### config.mk
export PLATFORM = sky130hd
export DESIGN_NAME = fir_sample_sched
export DESIGN_NICKNAME = d
export VERILOG_FILES = /design/src/rtl/fir_sched_pkg.sv /design/src/rtl/fir_tap_counter.sv /design/src/rtl/fir_sample_sched.sv
export SDC_FILE = /design/constraint.sdc
export NUM_CORES = 1
export LEC_CHECK = 0
export BUFFER_PORTS_ARGS = -buffer_cell sky130_fd_sc_hd__buf_2
export CAP_MARGIN = 15
export CORE_MARGIN = 2
export CORE_UTILIZATION = 49
export CTS_BUF_LIST = sky130_fd_sc_hd__clkbuf_4 sky130_fd_sc_hd__clkbuf_8
export CTS_CLUSTER_DIAMETER = 50
export CTS_CLUSTER_SIZE = 20
export DETAILED_ROUTE_END_ITERATION = 16
export GPL_ROUTABILITY_DRIVEN = 0
export PLACE_DENSITY_LB_ADDON = 0.15
export RECOVER_POWER = 25
export SYNTH_ARGS = -nofsm -noshare
export SYNTH_HDL_FRONTEND = slang
export SYNTH_HIERARCHICAL = 1
export SYNTH_SLANG_ARGS = --single-unit
### constraint.sdc
create_clock -name clk_rd -period 1.8 [get_ports clk_rd]
set_input_delay 0 -clock clk_rd [delete_from_list [all_inputs] [get_ports clk_rd]]
set_output_delay 0 -clock clk_rd [all_outputs]
set_load 0.01 [all_outputs]
### src/rtl/fir_sched_pkg.sv
// Shared state encoding and default sizing for the FIR sample scheduler.
// Used by fir_sample_sched and fir_tap_counter.
package fir_sched_pkg;

  localparam int STATE_W      = 3;
  localparam int DEF_DATA_W   = 16;
  localparam int DEF_NUM_TAPS = 16;
  localparam int DEF_RD_LAT   = 1;

  typedef enum logic [STATE_W-1:0] {
    IDLE  = 3'd0,
    POP   = 3'd1,
    WAIT  = 3'd2,
    LOAD  = 3'd3,
    MAC   = 3'd4,
    VALID = 3'd5
  } state_t;

  // Tap index width; a single-tap filter still needs a 1-bit index port.
  function automatic int tap_width(input int taps);
    return (taps > 1) ? $clog2(taps) : 1;
  endfunction

endpackage

### src/rtl/fir_tap_counter.sv
// Tap index counter: synchronous clear, count enable, stops at NUM_TAPS-1
// and flags that terminal value so the scheduler can leave the MAC phase.
module fir_tap_counter
  import fir_sched_pkg::*;
#(
  parameter int NUM_TAPS = DEF_NUM_TAPS,
  parameter int TAP_W    = tap_width(NUM_TAPS)
) (
  input  logic             clk_rd,
  input  logic             rst,
  input  logic             clr,
  input  logic             en,
  output logic [TAP_W-1:0] count,
  output logic             tc
);

  localparam logic [TAP_W-1:0] LAST = TAP_W'(NUM_TAPS - 1);

  assign tc = (count == LAST);

  // NOTE: registers use non-blocking assignments so every flop samples pre-edge values.
  always_ff @(posedge clk_rd or posedge rst) begin
    if (rst) begin
      count <= '0;
    end else if (clr) begin
      count <= '0;
    end else if (en && !tc) begin
      count <= count + TAP_W'(1);
    end
  end

endmodule

### src/rtl/fir_sample_sched.sv
// Read-domain scheduler: pops one FIFO sample, loads the delay line, runs NUM_TAPS
// MAC cycles and offers the result on a valid/ready handshake. Define
// FIR_SCHED_STATS_EN to add the smp_count / stall_count statistics ports.
module fir_sample_sched
  import fir_sched_pkg::*;
#(
  parameter int  DATA_W   = DEF_DATA_W,
  parameter int  NUM_TAPS = DEF_NUM_TAPS,
  parameter int  RD_LAT   = DEF_RD_LAT,
  localparam int TAP_W    = tap_width(NUM_TAPS)
) (
  input  logic              clk_rd,
  input  logic              rst,
  input  logic              enable,
  input  logic              fifo_empty,
  output logic              fifo_rd_en,
  input  logic [DATA_W-1:0] fifo_rd_data,
  output logic [DATA_W-1:0] smp_data,
  output logic              smp_load,
  output logic              mac_clr,
  output logic              mac_en,
  output logic [TAP_W-1:0]  tap_idx,
  output logic              out_valid,
  input  logic              out_ready,
  output logic              busy
`ifdef FIR_SCHED_STATS_EN
  ,
  output logic [15:0]       smp_count,
  output logic [15:0]       stall_count
`endif
);

  state_t     state, state_nxt;
  logic [1:0] wait_cnt;
  logic       wait_done;
  logic       start;
  logic       accept;
  logic       tap_tc;

  assign start     = enable && !fifo_empty;
  assign accept    = (state == VALID) && out_ready;
  assign wait_done = (wait_cnt == 2'(RD_LAT - 1));

  always_ff @(posedge clk_rd or posedge rst) begin
    if (rst) begin
      state <= IDLE;
    end else begin
      state <= state_nxt;
    end
  end

  always_comb begin
    // NOTE: defaults first so every path assigns every output; no latches are inferred.
    state_nxt  = state;
    fifo_rd_en = 1'b0;
    smp_load   = 1'b0;
    mac_clr    = 1'b0;
    mac_en     = 1'b0;
    out_valid  = 1'b0;
    busy       = (state != IDLE);
    unique case (state)
      IDLE:  if (start) state_nxt = POP;
      POP: begin
        fifo_rd_en = 1'b1;
        state_nxt  = WAIT;
      end
      WAIT:  if (wait_done) state_nxt = LOAD;
      LOAD: begin
        smp_load  = 1'b1;
        mac_clr   = 1'b1;
        state_nxt = MAC;
      end
      MAC: begin
        mac_en = 1'b1;
        if (tap_tc) state_nxt = VALID;
      end
      VALID: begin
        out_valid = 1'b1;
        if (out_ready) state_nxt = start ? POP : IDLE;
      end
      default: state_nxt = IDLE;
    endcase
  end

  // Pop-to-data latency; runs only while in WAIT.
  always_ff @(posedge clk_rd or posedge rst) begin
    if (rst) begin
      wait_cnt <= '0;
    end else if (state == WAIT && !wait_done) begin
      wait_cnt <= wait_cnt + 2'd1;
    end else begin
      wait_cnt <= '0;
    end
  end

  // Captured on the last WAIT cycle so smp_data is already valid while smp_load is high.
  always_ff @(posedge clk_rd or posedge rst) begin
    if (rst) begin
      smp_data <= '0;
    end else if (state == WAIT && wait_done) begin
      smp_data <= fifo_rd_data;
    end
  end

  fir_tap_counter #(
    .NUM_TAPS (NUM_TAPS),
    .TAP_W    (TAP_W)
  ) u_tap_counter (
    .clk_rd (clk_rd),
    .rst    (rst),
    .clr    (((state != MAC) && (state != VALID)) || accept),
    .en     (state == MAC),
    .count  (tap_idx),
    .tc     (tap_tc)
  );

`ifdef FIR_SCHED_STATS_EN
  always_ff @(posedge clk_rd or posedge rst) begin
    if (rst) begin
      smp_count   <= '0;
      stall_count <= '0;
    end else begin
      if (accept && smp_count != 16'hFFFF) smp_count <= smp_count + 16'd1;
      if (state == VALID && !out_ready && stall_count != 16'hFFFF) begin
        stall_count <= stall_count + 16'd1;
      end
    end
  end
`endif

endmodule

==> results.cfg <==
[run_status]
status = completed

[synth]
yosys.area.top_type_share_pct = 54.6
post_synth_and_or_nand_nor_area_fraction_pct = 16.4
synth_cell_types = 34
synth.ff_latch_count = 25
synth_adder_area_share_pct = 2.18
seq_area_frac_synth_pct = 54.6
async_flop_share_pct = 100
synth_cells = 87
syn_avg_cell_area_um2 = 13.2
netlist_top_cells_area = sky130_fd_sc_hd__dfrtp_1, sky130_fd_sc_hd__mux2_2, sky130_fd_sc_hd__ha_1
yosys.area_share.xor_xnor_pct = 0.764
synth_top_family_by_area = multiplexers
synth_mux_area_share_pct = 17.9
synth_enable_flop_cells = 0
yosysWarningCount = 6
post_synth_most_frequent_cells = sky130_fd_sc_hd__dfrtp_1, sky130_fd_sc_hd__mux2_2, sky130_fd_sc_hd__inv_1
synth_top_flop_cell = sky130_fd_sc_hd__dfrtp_1
cell_taking_the_most_area_after_synthesis = sky130_fd_sc_hd__dfrtp_1
synthesis.area_um2 = 1150
syn-num-nets = 110
post-synth-top-count-cell = sky130_fd_sc_hd__dfrtp_1
synth_compound_gate_area_share_pct = 3.93

[global_route]
pin_count_of_the_biggest_net_entering_global_routing = 22
vias_in_the_first_global_route = 863
globalRouteTotalUtil_pct = 19.4
wire_length_of_the_first_global_routing_pass_um = 3760
grt_antenna_before_repair = 0
grt_overflow_total = 0

[power_and_ir_drop]
cellLeakagePower_nw = 0.746
worst_ir_drop_vdd_mv = 0.775
power_density_nw_per_um2 = 1350

[timing]
worst-slew-pin-transition_ps = 796
fin_tns_setup_ps = 0
setup_repair_after_global_routing_missed_its_margin = false
relative_slew_slack_pct = 46.9
final-hold-violation-count = 0
drv_slew = 0
post-route-period-util_pct = 87.4
max_clock_freq_ghz = 0.636
fin_skew_ps = 1.09
final-setup-viol-count = 0
fin_crit_ps = 1570

[finish]
postLayoutCellArea_um2 = 1600
fraction_of_final_layout_cells_sized_beyond_drive_strength_1_pct = 41.2
regArea_um2 = 626
multiInputGateArea_um2 = 474
synthToLayoutAreaGrowth_pct = 39.5
insertedDiodeCount = 0
n_fill_cell = 182
fin_nets = 177

[clock_network]
cts.root.buffer_cell = sky130_fd_sc_hd__clkbuf_4
cts_tree = done
cts_num_sinks = 25
clock_path_buffers = 2
number_of_buffers_added_by_the_clock_tree_synthesis_step = 3
worstSkewPairLatency_ps = 310
h-tree-depth = 1
clkSlewWorstSetupHoldPaths_ps = 120

[drt]
post-route-drc-count = 0
via_per_inst = 4.87
antenna_violating_nets_post_route = 0
routed-via-count = 881
detailedRoute.firstIterationViolations = 6
wl_per_cell_um = 13.1
routed_wirelength_um = 2370
detailedRoute.firstPassIterationCount = 3

[min_path]
timing.hold.worst.class = input pin to register
hold_end = state[0]
hold_path_depth = 4
hold_start = fifo_empty

[floorplan]
die_area_um2 = 2740
dieWidth_um = 52.4
rows = 17
floorplan.initialDensity_pct = 51.8
core_area_um2 = 2210
die_height_um = 52.4
io_pins = 47

[critical_path]
critical_path_capture_point_type = register
worst_path_largest_cell_delay_ps = 460
critical-path-top-delay-family = simple AND/OR/NAND/NOR gates
timing.critical_path.arrival_ps = 1820
critical_path.cell_chain = and2b_2 -> nor2b_2 -> nand4_1 -> or2_2 -> a21oi_1
worstRegToRegCells = 5
critical_path_peak_fanout = 6
critical_path_type = register to register
crit_path_start_kind = register
regToRegSetupSlack_ps = 230
critical_path.slowest_cell = sky130_fd_sc_hd__dfrtp_1
critPathBufInv = 0
worstReg2RegStart = state[1]
worst-endpoint-required_ps = 2050
worst_r2r_endpoint = u_tap_counter/count[3]

[placement]
hpwl_um = 1550
number_of_port_buffers = 46
postPlaceCellArea_um2 = 1410

[flow_run]
max_cap_viol_count = 0
worst max-delay path by stage:
stage                        start                     end  slack, ps  cells after the start
after global routing      state[1]  u_tap_counter/count[3]        100                      5
after CTS                 state[1]  u_tap_counter/count[0]        130                      4
after global placement    state[1]  u_tap_counter/count[0]        220                      4
final                     state[1]  u_tap_counter/count[3]        230                      5
after floorplan           state[1]  u_tap_counter/count[0]        140                      4
after detailed placement  state[1]  u_tap_counter/count[0]        150                      4
area by class of cell:
type	count	area share, %
Inverter	6	1.41
Sequential cell	25	39.1
Timing Repair Buffer	65	25.7
Tap cell	28	2.19
Multi-Input combinational cell	53	29.7
Clock buffer	4	1.88
kinds of logic (layout without fill, tap and decap cells):
kind of cell | count (synthesis) | in the layout
AO/OA/AOI/OAI | 7 | 7
XOR/XNOR | 1 | 1
buffers and inverters | 9 | 75
adder cells (fa/ha/maj) | 2 | 2
multiplexers | 18 | 18
AND/OR/NAND/NOR | 25 | 25
flip-flops | 25 | 25
sequential cells by signal, indices dropped and copies added (netlist names):
| name | flops |
|---|---|
| u_tap_counter/count | 4 |
| wait_cnt | 2 |
| smp_data | 16 |
| state | 3 |
where the power goes:
| group | internal (mW) | leakage (nW) | switching, mW |
|---|---|---|---|
| registers | 0.778 | 0.309 | 0.152 |
| clock network | 0.102 | 0.0184 | 0.155 |
| logic | 0.525 | 0.419 | 0.443 |
| total | 1.41 | 0.746 | 0.750 |
placed cells by master, fill, tap and decap left out, drive strengths merged:
cell type,netlist,layout
nor2b,3,3
or3,1,1
and2,2,2
o22ai,1,1
o21ai,1,1
mux2i,1,1
inv,6,6
nand2b,4,4
or2,1,1
nor4,1,1
dlygate4sd3,0,18
ha,2,2
nor3,1,1
mux2,17,17
and2b,2,2
nor4b,1,1
a22oi,1,1
xnor2,1,1
buf,2,32
a32oi,1,1
and4b,1,1
a21boi,1,1
nand4,1,1
nor2,2,2
nand2,2,2
clkbuf,1,19
dfrtp,25,25
and3,1,1
a21oi,2,2
nor3b,2,2
layer usage:
metal | vias to the layer above | track usage (%) | part of all wire, %
met5 | - | 0 | 0
met4 | 0 | 10.3 | 1.9
met3 | 5 | 3.43 | 6.4
met1 | 415 | 21.6 | 42
met2 | 33 | 34.6 | 50
li1 | 428 | - | -
tightest hold or removal path, cell delays in order:
cell	delay, ps
sky130_fd_sc_hd__buf_2	90
sky130_fd_sc_hd__inv_1	40
sky130_fd_sc_hd__a32oi_1	50
sky130_fd_sc_hd__o22ai_1	120
through the flow:
step | util (%) | setup slack [ps] | std cells | hold slack [ps] | total power [mW]
final | 72.3 | 228 | 181 | 36.0 | 2.16
after global routing | 72.3 | 96.1 | 181 | 52.2 | 2.31
after CTS | 73.0 | 134 | 181 | 23.9 | 2.21
after detailed placement | 63.5 | 148 | 159 | -103 | 1.93
after global placement | 63.5 | 218 | 159 | -105 | 1.89
after floorplan | - | 144 | 87 | -234 | 1.59
repair_timing:
| action | in CTS | in global routing |
|---|---|---|
| endpoints found under the hold margin | 42 | 0 |
| hold buffers | 18 | 0 |
| buffers inserted | 0 | 0 |
| endpoints found under the setup margin | 0 | 1 |
| resized for setup | 0 | 1 |
Power figures use the tool's default switching activity.
